==> src/rtl/pci_target_pkg.sv <==
// pci_target_pkg: bus commands, target FSM encoding and helpers
// shared by pci_simple_target and pci_target_regfile.
package pci_target_pkg;

  localparam logic [3:0] CMD_MEM_RD = 4'b0110;
  localparam logic [3:0] CMD_MEM_WR = 4'b0111;

  typedef enum logic [2:0] {
    ST_IDLE  = 3'd0,
    ST_SKIP  = 3'd1,
    ST_RD_TA = 3'd2,
    ST_XFER  = 3'd3,
    ST_WAIT  = 3'd4,
    ST_TURN  = 3'd5
  } state_e;

  function automatic logic cmd_supported(
    input logic [3:0] cmd
  );
    return (cmd == CMD_MEM_RD) ||
           (cmd == CMD_MEM_WR);
  endfunction

endpackage

==> src/rtl/pci_target_regfile.sv <==
// pci_target_regfile: NUM_WORDS x 32 register file, one write
// port, one combinational read port, async clear on rst_i.
// Ports: clk_i, rst_i, we_i/waddr_i/wdata_i, raddr_i -> rdata_o.
module pci_target_regfile
  import pci_target_pkg::*;
#(
  parameter int unsigned NUM_WORDS = 8
) (
  input  logic                         clk_i,
  input  logic                         rst_i,
  input  logic                         we_i,
  input  logic [$clog2(NUM_WORDS)-1:0] waddr_i,
  input  logic [31:0]                  wdata_i,
  input  logic [$clog2(NUM_WORDS)-1:0] raddr_i,
  output logic [31:0]                  rdata_o
);

  logic [31:0] mem_q [NUM_WORDS];

  always_ff @(posedge clk_i or posedge rst_i) begin
    if (rst_i) begin
      mem_q <= '{default: '0};
    end else if (we_i) begin
      mem_q[waddr_i] <= wdata_i;
    end
  end

  assign rdata_o = mem_q[raddr_i];

endmodule

==> src/rtl/pci_simple_target.sv <==
// pci_simple_target: PCI-style memory target claiming a window of
// NUM_WORDS registers at BASE_ADDR; answers read/write bursts.
// Ports: clk, rst (async, high), FRAME/IRDY (low-active in),
// AD_IN, CBE in; AD_OUT, AD_OE, DEVSEL, TRDY (registered) out.
// Option: define TARGET_WAIT_EN for WAIT_CYCLES TRDY wait states.
module pci_simple_target
  import pci_target_pkg::*;
#(
  parameter logic [31:0] BASE_ADDR   = 32'h0000_1000,
  parameter int unsigned NUM_WORDS   = 8,
  parameter int unsigned WAIT_CYCLES = 1
) (
  input  logic        clk,
  input  logic        rst,
  input  logic        FRAME,
  input  logic        IRDY,
  input  logic [31:0] AD_IN,
  input  logic [3:0]  CBE,
  output logic [31:0] AD_OUT,
  output logic        AD_OE,
  output logic        DEVSEL,
  output logic        TRDY
);

  localparam int unsigned IW = $clog2(NUM_WORDS);
  localparam logic [29:0] BASE_W = BASE_ADDR[31:2];
  localparam logic [29:0] END_W  = BASE_W + 30'(NUM_WORDS);

  if (NUM_WORDS < 2 || NUM_WORDS > 256 ||
      (NUM_WORDS & (NUM_WORDS - 1)) != 0) begin : g_bad_words
    $error("NUM_WORDS must be a power of two in 2..256");
  end
  if ((BASE_ADDR & 32'(NUM_WORDS * 4 - 1)) != 0) begin : g_bad_base
    $error("BASE_ADDR must be aligned to the window size");
  end
  if (WAIT_CYCLES < 1 || WAIT_CYCLES > 15) begin : g_bad_wait
    $error("WAIT_CYCLES must be in 1..15");
  end

  // Where each data phase starts once the previous one is done.
`ifdef TARGET_WAIT_EN
  localparam state_e PHASE_ST = ST_WAIT;
`else
  localparam state_e PHASE_ST = ST_XFER;
`endif

  state_e        state_q, state_d;
  logic          frame_prev_q;
  logic          is_rd_q, is_rd_d;
  logic [IW-1:0] idx_q, idx_d;
  logic [31:0]   ad_out_q, ad_out_d;
  logic          addr_phase;
  logic          in_range;
  logic          hit;
  logic          xfer;
  logic          rf_we;
  logic [31:0]   rf_rdata;
`ifdef TARGET_WAIT_EN
  logic [3:0]    wcnt_q, wcnt_d;
`endif

  assign in_range = (AD_IN[31:2] >= BASE_W) &&
                    (AD_IN[31:2] <  END_W);
  assign hit      = in_range && cmd_supported(CBE);

  // Address phase: falling FRAME seen from IDLE with IRDY high.
  assign addr_phase = (state_q == ST_IDLE) && !FRAME &&
                      frame_prev_q && IRDY;

  // TRDY is low exactly in XFER, so a transfer is XFER + IRDY low.
  assign xfer = (state_q == ST_XFER) && !IRDY;

  always_ff @(posedge clk or posedge rst) begin
    if (rst) begin
      state_q <= ST_IDLE;
    end else begin
      state_q <= state_d;
    end
  end

  always_comb begin
    state_d = state_q;
    unique case (state_q)
      ST_IDLE: begin
        if (addr_phase) begin
          if (!hit) begin
            state_d = ST_SKIP;
          end else if (CBE == CMD_MEM_RD) begin
            state_d = ST_RD_TA;
          end else begin
            state_d = PHASE_ST;
          end
        end
      end
      ST_SKIP: begin
        if (FRAME && IRDY) begin
          state_d = ST_IDLE;
        end
      end
      // The turnaround doubles as the first read phase's wait.
      ST_RD_TA: state_d = ST_XFER;
      ST_XFER: begin
        if (!IRDY) begin
          state_d = FRAME ? ST_TURN : PHASE_ST;
        end
      end
`ifdef TARGET_WAIT_EN
      ST_WAIT: begin
        if (wcnt_q == 4'd0) begin
          state_d = ST_XFER;
        end
      end
`endif
      ST_TURN: state_d = ST_IDLE;
      default: state_d = ST_IDLE;
    endcase
  end

  always_comb begin
    DEVSEL = 1'b1;
    TRDY   = 1'b1;
    AD_OE  = 1'b0;
    unique case (state_q)
      ST_RD_TA: DEVSEL = 1'b0;
      ST_XFER: begin
        DEVSEL = 1'b0;
        TRDY   = 1'b0;
        AD_OE  = is_rd_q;
      end
      ST_WAIT: begin
        DEVSEL = 1'b0;
        AD_OE  = is_rd_q;
      end
      default: begin
        DEVSEL = 1'b1;
      end
    endcase
  end

  assign AD_OUT = ad_out_q;

  always_comb begin
    is_rd_d = is_rd_q;
    idx_d   = idx_q;
    if (addr_phase && hit) begin
      is_rd_d = (CBE == CMD_MEM_RD);
      idx_d   = AD_IN[IW+1:2];
    end else if (xfer) begin
      idx_d = idx_q + IW'(1);
    end
  end

  // Read data follows the next index, so AD_OUT already holds
  // the word for the coming phase when TRDY goes low.
  always_comb begin
    ad_out_d = ad_out_q;
    if (is_rd_d &&
        (state_d inside {ST_RD_TA, ST_XFER, ST_WAIT})) begin
      ad_out_d = rf_rdata;
    end
  end

  assign rf_we = xfer && !is_rd_q;

  always_ff @(posedge clk or posedge rst) begin
    if (rst) begin
      frame_prev_q <= 1'b1;
      is_rd_q      <= 1'b0;
      idx_q        <= '0;
      ad_out_q     <= '0;
    end else begin
      frame_prev_q <= FRAME;
      is_rd_q      <= is_rd_d;
      idx_q        <= idx_d;
      ad_out_q     <= ad_out_d;
    end
  end

`ifdef TARGET_WAIT_EN
  always_comb begin
    wcnt_d = wcnt_q;
    if (state_d == ST_WAIT && state_q != ST_WAIT) begin
      wcnt_d = 4'(WAIT_CYCLES - 1);
    end else if (state_q == ST_WAIT && wcnt_q != 4'd0) begin
      wcnt_d = wcnt_q - 4'd1;
    end
  end

  always_ff @(posedge clk or posedge rst) begin
    if (rst) begin
      wcnt_q <= '0;
    end else begin
      wcnt_q <= wcnt_d;
    end
  end
`endif

  pci_target_regfile #(
    .NUM_WORDS(NUM_WORDS)
  ) u_regfile (
    .clk_i  (clk),
    .rst_i  (rst),
    .we_i   (rf_we),
    .waddr_i(idx_q),
    .wdata_i(AD_IN),
    .raddr_i(idx_d),
    .rdata_o(rf_rdata)
  );

endmodule

==> config.mk <==
export PLATFORM = sky130hd
export DESIGN_NAME = pci_simple_target
export DESIGN_NICKNAME = d
export VERILOG_FILES = /design/src/rtl/pci_target_pkg.sv /design/src/rtl/pci_target_regfile.sv /design/src/rtl/pci_simple_target.sv
export SDC_FILE = /design/constraint.sdc
export NUM_CORES = 1
export LEC_CHECK = 0
export ABC_AREA = 1
export BUFFER_PORTS_ARGS = -buffer_cell sky130_fd_sc_hd__buf_4
export CORE_ASPECT_RATIO = 1.4
export CORE_UTILIZATION = 29
export CTS_CLUSTER_SIZE = 40
export DETAILED_ROUTE_END_ITERATION = 6
export PLACE_DENSITY = 0.52
export SLEW_MARGIN = 40
export SYNTH_ARGS = -nofsm -noshare
export SYNTH_HDL_FRONTEND = slang
export SYNTH_SLANG_ARGS = --single-unit
==> constraint.sdc <==
create_clock -name clk -period 9.3 [get_ports clk]
set_input_delay 0.93 -clock clk [delete_from_list [all_inputs] [get_ports clk]]
set_output_delay 0.93 -clock clk [all_outputs]
set_load 0.05 [all_outputs]
==> flow_summary_export.csv <==
group,metric,value,unit
clocking,cts_sinks,296,
synth,yosysSeqAreaShare,0.5536,
synth,synth_cell_types,25,
synth,yosysTopAreaCell,"dfrtp_1",
job,maxCapViolCount,0,
floorplanning,die_w,183.6,microns
global_route,grt.busiest_layer,"met2",
timing,maxSlewViolCount,0,
min_path,hold_class,"input port to async pin",
clocking,cts_setup_buffers,0,
synth,ys_seq_elements,296,
timing,worst_slew_pin_slew,805.3,ps
clocking,ctsLongestPathBuffers,3,
synth,netlist_top_cells_area,"dfrtp_1 (55%), nand2_1 (15%), nand3_1 (12%)",
drt,vias_per_cell,4.964,
worst_setup_path,crit_arrival,4090,ps
clocking,cts_hold_buf,0,
place,hpwl,22.85,mm
timing,hold_viol,0,
synth,synthCells,1659,
global_route,grt_pass1_vias,11480,
place,gp_congestion,0.7456,
power,cellLeakagePower,7.152,nW
floorplanning,ios,75,
worst_setup_path,path_cells,"buf_4 > inv_1 > nand3_1 > o21ai_1 > nand3_1 > nand2_4 > nand2_8 > buf_16 > nand2_1 > nand3_1 > nand3_1 > nand2_1 > nand2_1 > nand2_1",
synth,syn_avg_cell_area,8.067,sq um
timing,fmax,275.5,MHz
clocking,clkLatencyLatePin,570,ps
layout,final_common_cell,"nand2_1",
layout,final_cell_mix,"nand2_1 (545), nand3_1 (322), dfrtp_1 (295), o21ai_0 (257), buf_4 (88)",
worst_setup_path,slowest_stage,"nand2_4",
worst_setup_path,start_kind,"input port",
clocking,clkTransAtPathRegs,60,ps
drt,drc,0,
worst_setup_path,crit-reg2reg-launch,"state_q[0]$_DFF_PP0_",
clocking,cts_buffers,30,
worst_setup_path,worstPathMaxFanout,68,
timing,fin_setup_tns,0,ps
synth,yosysTopAreaCellShare,0.5516,
global_route,grt_pass1_wl,66.59,mm
global_route,antenna_found_initial,0,
global_route,grtUsageMet2,0.3178,
floorplanning,die_h,256.2,microns
global_route,use_met1,0.2321,
drt,vias,11420,
drt,postRouteAntennaNets,0,
clocking,cts_tree,"done",
power,p_total,0.003837,W
layout,areaGrowthSynthToFinish,15.30,%
worst_setup_path,critPathMaxStageDelay,570,ps
drt,drt_wl_total,41.61,mm
timing,grt_setup_unrepaired,"no",
layout,antenna_cells,0,
floorplanning,die-area,0.04702,sq mm
clocking,ctsResizeCount,0,
worst_setup_path,cp-end-kind,"register",
global_route,use_met3,0.01775,
timing,period_needed,3630,ps
floorplanning,core-area,0.04524,sq mm
layout,multiInputGateArea,0.005306,sq mm
synth,yosys_warnings,0,
layout,drive_gt1_frac,0.09591,
layout,nets,1707,
worst_setup_path,startpoint,"AD_IN[10]",
power,power_density,248.7,mW/mm^2
drt,wl_per_cell,18.09,microns
power,irDropWorstVdd,0.1920,mV
layout,ff_latch_area,0.007408,sq mm
timing,finalClockSkew,8.985,ps
clocking,htree_levels,1,
worst_setup_path,cp.required,9760,ps
global_route,overflow,0,
drt,dr.pass1.iters,5,
synth,synth_nets,1700,
floorplanning,fp-row-count,92,
global_route,grt_usage,0.1807,
worst_setup_path,worstSetupPathType,"input port to register",
timing,max-slew-margin-rel,0.4631,
global_route,grt_max_degree,132,
place,io_buffers,74,
outcome,outcome,"finished, final reports clean",
synth,mappedNetlistArea,0.01338,sq mm
floorplanning,start_util,0.2958,
layout,n_fill_cell,4769,
drt,drtIter0Drc,1002,
timing,setup_viol,0,
timing,post-route-period-util,0.3903,
clocking,cts-root-buf,"clkbuf_16",
==> sequential cells by signal (all words and copies together), names as in the netlist <==
register and cells:
is_rd_q 1, state_q 3, frame_prev_q 1, idx_q 3, u_regfile.mem_q 256, AD_OUT 32
==> path summary, 6_finish.rpt <==
path	to	slack, ps	depth (start not counted)
hold / removal	AD_OUT[25]$_DFFE_PP0P_	450	2
setup / recovery	AD_OUT[21]$_DFFE_PP0P_	5670	14
hold reg to reg	AD_OUT[23]$_DFFE_PP0P_	480	2
max in group asynchronous	u_regfile.mem_q[203]$_DFFE_PP0P_	6900	4
setup reg to reg	AD_OUT[21]$_DFFE_PP0P_	6030	14
min in group clk	AD_OUT[23]$_DFFE_PP0P_	480	2
==> logic make-up after synthesis <==
family | after synthesis | share of synthesized area
buf+inv | 180 | 0.05525
flops | 296 | 0.5536
compound gates | 263 | 0.09891
simple gates | 917 | 0.2900
xor+xnor | 2 | 0.001309
fa+ha+maj | 1 | 0.0009348
==> cells in the mapped netlist <==
cell	number
a21oi_1	3
buf_1	14
buf_2	45
buf_4	2
clkbuf_1	57
dfrtp_1	295
dfstp_2	1
ha_1	1
inv_1	56
inv_2	6
nand2_1	549
nand3_1	329
nand3_2	1
nand3b_1	1
nand4_1	2
nor2_1	31
nor2_4	1
nor3_1	2
o2111ai_1	1
o21ai_0	257
o21ai_1	1
o21ai_2	1
or2_1	1
xnor2_1	1
xor2_1	1
==> final cells by class <==
cell class / count / share of cell area
flip-flops and latches: 296 / 0.4801
multi-input cells: 1183 / 0.3439
clock buffers: 45 / 0.05757
well taps: 611 / 0.04954
repair buffers: 93 / 0.04768
inverters: 62 / 0.01614
clock inverters: 10 / 0.005108
==> power breakdown <==
part / leakage, nW / total [W] / switching (W) / internal (W)
clock: 0.485 / 0.00120 / 0.000516 / 0.000685
sequential: 4.10 / 0.00141 / 0.0000622 / 0.00135
combinational: 2.57 / 0.00122 / 0.000900 / 0.000324
==> through the flow <==
step	setup slack, ps	utilization	cells	area, sq um	hold slack [ps]
4_1_cts	5607	0.3411	2300	15430	460.8
2_1_floorplan	195.8	-	1659	13380	444.4
3_3_place_gp	4936	0.3186	2244	14410	465.2
6_report	5670	0.3411	2300	15430	453.5
5_1_grt	5442	0.3411	2300	15430	468.0
3_5_place_dp	4992	0.3197	2245	14460	470.6
==> per-layer routing <==
layer	vias to the layer above	part of all wire
li1	5469	-
met4	0	0.024
met5	-	0
met2	289	0.50
met3	54	0.040
met1	5605	0.44
==> critical path, delay by kind of cell <==
family                 cells  cell delay [ps]
and+or+nand+nor           10             2020
buffers and inverters      3              670
AOI/OAI and AO/OA          1              390
Power figures use the tool's default switching activity.
